**src/rtl/ps2_rx_controller.sv**
```systemverilog
// PS/2 keyboard receiver: synchronizes the keyboard lines, frames 11-bit packets,
// folds E0/F0 prefixes into flags and queues scan codes behind valid/ready.
module ps2_rx_controller #(
    parameter int TIMEOUT_CYCLES = 50000,
    parameter int FIFO_DEPTH     = 4
) (
    input  logic       clk,
    input  logic       reset,
    input  logic       ps2_clk,
    input  logic       ps2_dat,
    output logic [7:0] code,
    output logic       is_ext,
    output logic       is_break,
    output logic       valid,
    input  logic       ready,
    output logic       frame_err,
    output logic       overflow
);

    localparam int TMO_W = $clog2(TIMEOUT_CYCLES);
    localparam int PTR_W = $clog2(FIFO_DEPTH);
    localparam int CNT_W = PTR_W + 1;

    typedef enum logic [1:0] {S_IDLE, S_DATA, S_PARITY, S_STOP} state_t;

    state_t             state_q, state_d;
    logic               clk_s1_q, clk_s1_d, clk_s2_q, clk_s2_d, clk_prev_q, clk_prev_d;
    logic               dat_s1_q, dat_s1_d, dat_s2_q, dat_s2_d;
    logic [2:0]         bitcnt_q, bitcnt_d;
    logic [7:0]         sr_q, sr_d;
    logic               par_ok_q, par_ok_d;
    logic [TMO_W-1:0]   tmo_q, tmo_d;
    logic               ext_q, ext_d, brk_q, brk_d;
    logic               frame_err_q, frame_err_d;
    logic               overflow_q, overflow_d;
    logic [9:0]         mem_q [FIFO_DEPTH];
    logic [9:0]         mem_d [FIFO_DEPTH];
    logic [PTR_W-1:0]   wr_ptr_q, wr_ptr_d, rd_ptr_q, rd_ptr_d;
    logic [CNT_W-1:0]   cnt_q, cnt_d;

    logic fe, dat, good, push_req, push, pop, full;

    always_comb begin
        clk_s1_d    = ps2_clk;
        clk_s2_d    = clk_s1_q;
        clk_prev_d  = clk_s2_q;
        dat_s1_d    = ps2_dat;
        dat_s2_d    = dat_s1_q;
        fe          = clk_prev_q & ~clk_s2_q;
        dat         = dat_s2_q;

        state_d     = state_q;
        bitcnt_d    = bitcnt_q;
        sr_d        = sr_q;
        par_ok_d    = par_ok_q;
        ext_d       = ext_q;
        brk_d       = brk_q;
        frame_err_d = 1'b0;
        good        = 1'b0;
        push_req    = 1'b0;

        // The watchdog only runs between edges of an open frame.
        if (state_q == S_IDLE || fe) tmo_d = '0;
        else                         tmo_d = tmo_q + TMO_W'(1);

        case (state_q)
            S_IDLE: begin
                if (fe && !dat) begin
                    state_d  = S_DATA;
                    bitcnt_d = 3'd0;
                end
            end
            S_DATA: begin
                if (fe) begin
                    sr_d     = {dat, sr_q[7:1]};
                    bitcnt_d = bitcnt_q + 3'd1;
                    if (bitcnt_q == 3'd7) state_d = S_PARITY;
                end
            end
            S_PARITY: begin
                if (fe) begin
                    par_ok_d = (^sr_q) ^ dat;
                    state_d  = S_STOP;
                end
            end
            S_STOP: begin
                if (fe) begin
                    state_d = S_IDLE;
                    if (dat && par_ok_q) good        = 1'b1;
                    else                 frame_err_d = 1'b1;
                end
            end
            default: state_d = S_IDLE;
        endcase

        // Registered frame_err lands exactly TIMEOUT_CYCLES after the last edge.
        if (state_q != S_IDLE && !fe && tmo_q == TMO_W'(TIMEOUT_CYCLES - 2)) begin
            state_d     = S_IDLE;
            frame_err_d = 1'b1;
        end

        if (good) begin
            if (sr_q == 8'hE0)      ext_d = 1'b1;
            else if (sr_q == 8'hF0) brk_d = 1'b1;
            else begin
                push_req = 1'b1;
                ext_d    = 1'b0;
                brk_d    = 1'b0;
            end
        end
        if (frame_err_d) begin
            ext_d = 1'b0;
            brk_d = 1'b0;
        end

        pop        = valid & ready;
        full       = (cnt_q == CNT_W'(FIFO_DEPTH));
        push       = push_req & (~full | pop);
        overflow_d = overflow_q | (push_req & full & ~pop);

        mem_d    = mem_q;
        wr_ptr_d = wr_ptr_q;
        rd_ptr_d = rd_ptr_q;
        if (push) begin
            mem_d[wr_ptr_q] = {ext_q, brk_q, sr_q};
            wr_ptr_d        = wr_ptr_q + PTR_W'(1);
        end
        if (pop) rd_ptr_d = rd_ptr_q + PTR_W'(1);

        case ({push, pop})
            2'b10:   cnt_d = cnt_q + CNT_W'(1);
            2'b01:   cnt_d = cnt_q - CNT_W'(1);
            default: cnt_d = cnt_q;
        endcase
    end

    // NOTE: the queue storage is reset too, so the head outputs read 0 after reset
    // instead of X; at this depth the extra reset fan-out is negligible.
    always_ff @(posedge clk or posedge reset) begin
        if (reset) begin
            state_q     <= S_IDLE;
            clk_s1_q    <= 1'b1;
            clk_s2_q    <= 1'b1;
            clk_prev_q  <= 1'b1;
            dat_s1_q    <= 1'b1;
            dat_s2_q    <= 1'b1;
            bitcnt_q    <= '0;
            sr_q        <= '0;
            par_ok_q    <= 1'b0;
            tmo_q       <= '0;
            ext_q       <= 1'b0;
            brk_q       <= 1'b0;
            frame_err_q <= 1'b0;
            overflow_q  <= 1'b0;
            wr_ptr_q    <= '0;
            rd_ptr_q    <= '0;
            cnt_q       <= '0;
            for (int i = 0; i < FIFO_DEPTH; i++) mem_q[i] <= '0;
        end else begin
            state_q     <= state_d;
            clk_s1_q    <= clk_s1_d;
            clk_s2_q    <= clk_s2_d;
            clk_prev_q  <= clk_prev_d;
            dat_s1_q    <= dat_s1_d;
            dat_s2_q    <= dat_s2_d;
            bitcnt_q    <= bitcnt_d;
            sr_q        <= sr_d;
            par_ok_q    <= par_ok_d;
            tmo_q       <= tmo_d;
            ext_q       <= ext_d;
            brk_q       <= brk_d;
            frame_err_q <= frame_err_d;
            overflow_q  <= overflow_d;
            wr_ptr_q    <= wr_ptr_d;
            rd_ptr_q    <= rd_ptr_d;
            cnt_q       <= cnt_d;
            mem_q       <= mem_d;
        end
    end

    assign valid                   = (cnt_q != '0);
    assign {is_ext, is_break, code} = mem_q[rd_ptr_q];
    assign frame_err               = frame_err_q;
    assign overflow                = overflow_q;

endmodule

```
**config.mk**
```make
export PLATFORM = sky130hd
export DESIGN_NAME = ps2_rx_controller
export DESIGN_NICKNAME = d
export VERILOG_FILES = /design/src/rtl/ps2_rx_controller.sv
export SDC_FILE = /design/constraint.sdc
export NUM_CORES = 1
export LEC_CHECK = 0
export BUFFER_PORTS_ARGS = -buffer_cell sky130_fd_sc_hd__buf_2
export CAP_MARGIN = 20
export CORE_MARGIN = 4
export CORE_UTILIZATION = 65
export CTS_CLUSTER_SIZE = 30
export DETAILED_ROUTE_END_ITERATION = 12
export PLACE_DENSITY = 0.91
export SKIP_CTS_REPAIR_TIMING = 1
export SLEW_MARGIN = 40
export SYNTH_ARGS = -nofsm -noshare
export SYNTH_HDL_FRONTEND = slang
export SYNTH_SLANG_ARGS = --single-unit
```
**constraint.sdc**
```tcl
create_clock -name clk -period 6.8 [get_ports clk]
set_input_delay 0.34 -clock clk [delete_from_list [all_inputs] [get_ports clk]]
set_output_delay 0.34 -clock clk [all_outputs]
set_load 0.005 [all_outputs]
```
After elaboration in Yosys (flattened, before gate mapping) --
Cells that the tools add are included.
Word-level totals: logic and storage cells 119, input port bits 5, output and inout port bits 13, bits in registers 86
Cells by class: magnitude comparators 3, mux-type cells 36, reductions and logical operators 21, equality and inequality tests 19, add/subtract/negate cells 6, bitwise gates (word level) 13
Operators with widths (count):
- $bwmux W40 | 1
- $mux W10 | 3
- $bmux W10 S2 | 1
- $demux W10 S2 | 1
- $mux W1 | 18
- $add A16 B1 Y16 const B | 1
- $eq A16 B16 Y1 const B | 1
- $eq A8 B8 Y1 const B | 2
- $mux W16 | 1
- $ne A3 B3 Y1 const B | 5
- $mux W2 | 6
- $pmux W3 S2 | 2
- $pmux W2 S4 | 1
- $reduce_and A2 Y1 | 4
- $reduce_bool A2 Y1 | 4
- $reduce_xor A8 Y1 | 1
- $add A3 B1 Y3 const B | 2
- $eq A2 B2 Y1 const B | 3
- $eq A3 B3 Y1 const B | 2
- $ge A3 B3 Y1 const B | 2
- $mux W3 | 2
- $not A2 Y3 | 2
- $and A1 B1 Y1 | 5
- $logic_and A1 B1 Y1 | 5
- 16 further kinds | 23

Logic depth before layout (Yosys ltp) --
depth in word-level cells 8, gate-level depth with buffers 11, gate-level depth less buffers 11

Worst setup path after synthesis --
Ideal clock, no wire load.
path type register to register, from register sr_q[4], to register cnt_q[2], data required time 6.675 ns, arrival time 2.292 ns, stages on the path, launching flop included 12, path buffers 0, path slack 4.383 ns, cell sequence dfrtp_1 -> inv_1 -> ha_1 -> o2111a_1 -> nor4_4 -> inv_1 -> ha_1 -> inv_1 -> fa_1 -> xor2_1 -> nor2_1 -> xor2_1
On the way: word-level cells in the longest chain between the ends 7
RTL lines:
- from (decl) | RTL line 30 | logic [7:0] sr_q, sr_d;
- from (signal assigned) | RTL line 167 | sr_q <= sr_d;
- $eq A8 B8 Y1 | RTL line 104 | else if (sr_q == 8'hF0) brk_d = 1'b1;
- $mux W1 | RTL line 104
- $mux W1 * | RTL line 103 | if (sr_q == 8'hE0) ext_d = 1'b1;
- $mux W1 * | RTL line 102 | if (good) begin
- $and A1 B1 Y1 * | RTL line 118 | push = push_req & (~full | pop);
- $eq A2 B1 Y1 or $eq A2 B2 Y1 (tied branches) | RTL line 130 | case ({push, pop})
- $pmux W3 S2 or $reduce_bool A2 Y1 (tied branches)
- to (signal assigned) | RTL line 176 | cnt_q <= cnt_d;
- to (decl) | RTL line 39 | logic [CNT_W-1:0] cnt_q, cnt_d;
Every way passes the cells marked *; elsewhere a longest branch is shown, timed or not. A chain may end at the register's enable or synchronous reset.

Worst setup path after layout --
Ends and elaborated chain as after synthesis.

==> flow_summary.json <==
{
  "status": "finished clean",
  "final_antenna_net_count": 0,
  "max_slew_margin_pct": 50.5,
  "cts-root-buf": "clkbuf_8",
  "r2r_slack_ns": 4.11,
  "post-route-period-util_pct": 39.6,
  "synth_nets": 350,
  "routedWlPerCell_um": 17.1,
  "setup_viol": 0,
  "globalRouteOverflowTotal": 0,
  "wl_mm": 7.27,
  "io_buffers": 17,
  "start_kind": "register",
  "holdPathEnd": "clk_s1_q",
  "coreArea_mm2": 0.00603,
  "clock-sinks": 86,
  "maxCapViolCount": 0,
  "initial_utilization_pct": 68.1,
  "finalHoldViolCount": 0,
  "internal_power_w": 0.00106,
  "hold_start": "ps2_clk",
  "synth_area_per_cell_um2": 12.6,
  "grt_pass1_wl_mm": 12.7,
  "h-tree-depth": 3,
  "die_h_um": 87.5,
  "clkPwrFrac_pct": 27.4,
  "worstSkewPairLatency_ns": 0.35,
  "die_area_mm2": 0.00765,
  "grt_pass1_vias": 2707,
  "p_seq_share_pct": 46.5,
  "crit_path_max_fanout": 8,
  "switching_power_w": 0.000488,
  "synth-edff-count": 0,
  "hold_class": "primary input to register",
  "grt.total_usage_pct": 21.8,
  "placementRows": 28,
  "worstPathArrival_ns": 2.92,
  "power.share.switching_pct": 31.5,
  "async_reset_ff_share_pct": 100,
  "fin_crit_ns": 2.69,
  "setup_tns_ns": 0,
  "hold_depth": 1,
  "path_buf_inv": 3,
  "synth-main-ff-cell": "dfrtp_1",
  "skew_ns": 0.00918,
  "antenna_cells": 0,
  "slowest_delay_ns": 0.54,
  "drive_above_1_share_pct": 29.4,
  "clockBufferDepth": 2,
  "leakagePower_nw": 2.13,
  "nFillCells": 394,
  "r2r_cells": 11,
  "drtPass1Iterations": 4,
  "crit_top_cell": "inv_1",
  "antenna_found_initial": 0,
  "drtIter0Drc": 119,
  "dp.cells": 409,
  "synth_area_mm2": 0.00410,
  "cts_tree": "yes",
  "crit_start": "sr_q[4]",
  "ios": 18,
  "vias": 2546,
  "fmax_mhz": 372,
  "seq_area_frac_synth_pct": 52.6,
  "cts.clk_slew.worst_paths_ns": 0.08,
  "powerDensity_mw_per_mm2": 344,
  "drv_slew": 0,
  "crit_family": "adder cells",
  "synth_warnings": 0,
  "worstMarginPinSlew_ns": 0.742,
  "synth_seq_cells": 86,
  "peakVddDrop_uv": 226,
  "cp-end-kind": "register",
  "vias_per_cell": 5.99,
  "synthCells": 325,
  "path_class": "register to register",
  "path_cells": "inv_1 > ha_1 > o2111a_1 > nor4_4 > inv_1 > ha_1 > inv_1 > fa_1 > xor2_1 > nor2_1 > xor2_1",
  "drc": 0,
  "instances_no_fill": 425,
  "nNetsFinal": 370,
  "die_x_um": 87.5,
  "rsz0062_at_grt": "false",
  "routabilityCongestion": 0.822,
  "r2r-start": "sr_q[4]",
  "synth_cell_types": 43,
  "grt_max_degree": 87,
  "dp_hpwl_mm": 5.07,
  "cp.required_ns": 7.03,
  "slowest_stage": "nor4_4",
  "reg2reg_to": "cnt_q[2]",
  "area_delta_synth_final_pct": 9.76,
  "cts_buffers": 9,
  "combPwrFrac_pct": 26.1
}
[layout make-up]
| class | count | area, µm² | area share, % |
|---|---|---|---|
| flip-flops and latches | 86 | 2160 | 47.9 |
| multi-input cells | 213 | 1840 | 40.9 |
| clock buffers | 10 | 138 | 3.06 |
| clock inverters | 6 | 109 | 2.42 |
| repair buffers | 18 | 96.3 | 2.14 |
| well taps | 75 | 93.8 | 2.08 |
| inverters | 17 | 65.1 | 1.44 |
[state kept, by name (all words and copies together) (netlist names), 2 cells and up]
name / count
wr_ptr_q: 2
tmo_q: 16
state_q: 2
mem_q: 40
rd_ptr_q: 2
bitcnt_q: 3
cnt_q: 3
sr_q: 8
[metal layers]
metal / track usage, % / wire length [µm] / vias to the layer above
li1: - / - / 1198
met1: 26.7 / 3130 / 1305
met2: 38.4 / 3850 / 30
met3: 3.12 / 163 / 13
met4: 8.93 / 123 / 0
met5: 0 / 0 / -
[cells in the final DEF (no fill, tap or decap), drive strengths merged, types with 3 or more instances in the layout]
| cell type | synthesis | routed |
|---|---|---|
| a21oi | 10 | 10 |
| and2 | 4 | 4 |
| buf | 3 | 18 |
| bufinv | 0 | 3 |
| clkbuf | 6 | 10 |
| clkinv | 0 | 4 |
| dfrtp | 81 | 81 |
| dfstp | 5 | 5 |
| ha | 19 | 19 |
| inv | 17 | 16 |
| mux2 | 45 | 45 |
| mux4 | 10 | 10 |
| nand2 | 21 | 21 |
| nand3 | 7 | 7 |
| nand4 | 5 | 5 |
| nor2 | 18 | 18 |
| nor3 | 4 | 4 |
| nor4 | 5 | 5 |
| o21ai | 9 | 9 |
| or3 | 3 | 3 |
| or4 | 3 | 3 |
| xnor2 | 8 | 8 |
| xor2 | 12 | 12 |
[logic make-up after synthesis]
group                      share of synthesized area [%]
AOI/OAI and AO/OA                                   5.09
xor gates and xnor gates                            4.27
and+or+nand+nor                                     11.5
DFF                                                 52.6
muxes                                               17.8
buffers and inverters                               2.47
adders and majority gates                           6.28
[worst max-delay path by stage]
stage                             end  slack (ns)  cells after the start
after floorplan           bitcnt_q[0]        4.25                      1
after global placement       cnt_q[2]        4.27                     11
after detailed placement     cnt_q[1]        4.11                      9
after CTS                    cnt_q[2]        4.12                     11
after global routing         cnt_q[1]        3.92                      9
final                        cnt_q[2]        4.11                     11
[metrics by stage]
stage	hold WS (ns)	utilization (%)	setup WS (ns)	total power (W)	cell area [µm²]
6_report	0.0791	74.8	4.11	0.00155	4500
5_1_grt	0.0730	74.8	3.92	0.00165	4500
4_1_cts	0.0728	74.8	4.12	0.00156	4500
3_5_place_dp	0.348	70.7	4.11	0.00114	4260
3_3_place_gp	0.345	70.6	4.27	0.00110	4250
2_1_floorplan	0.344	-	4.25	0.00103	4100
[power by group through the flow]
stage / logic [W] / registers (W) / clock network, W
final: 0.000405 / 0.000721 / 0.000424
after global routing: 0.000457 / 0.000740 / 0.000450
after CTS: 0.000410 / 0.000722 / 0.000431
after detailed placement: 0.000405 / 0.000731 / 0
after global placement: 0.000381 / 0.000720 / 0
after floorplan: 0.000353 / 0.000673 / 0
[cells in the mapped netlist (3+ instances only)]
cell | n | share of area [%]
dfstp_2 | 5 | 3.2
o21ai_0 | 9 | 1.1
dfrtp_1 | 81 | 49
nand4_1 | 5 | 0.76
mux4_2 | 10 | 5.5
ha_1 | 19 | 5.8
buf_2 | 3 | 0.37
nand2_2 | 4 | 0.61
clkbuf_1 | 6 | 0.55
nor3_1 | 4 | 0.49
nor2_1 | 18 | 1.6
xnor2_1 | 8 | 1.7
inv_1 | 17 | 1.6
or4_1 | 3 | 0.55
mux2_2 | 45 | 12
nand3_1 | 7 | 0.85
nor4_1 | 4 | 0.61
nand2_1 | 17 | 1.6
or3_1 | 3 | 0.46
xor2_1 | 12 | 2.6
and2_1 | 4 | 0.61
a21oi_1 | 10 | 1.2
[worst reg2reg max path, cell delays in order, from the launching register on]
cell and delay [ns]:
dfrtp_1 0.46, inv_1 0.08, ha_1 0.23, o2111a_1 0.29, nor4_4 0.54, inv_1 0.10, ha_1 0.24, inv_1 0.08
fa_1 0.18, xor2_1 0.16, nor2_1 0.08, xor2_1 0.14
Power figures use the tool's default switching activity.
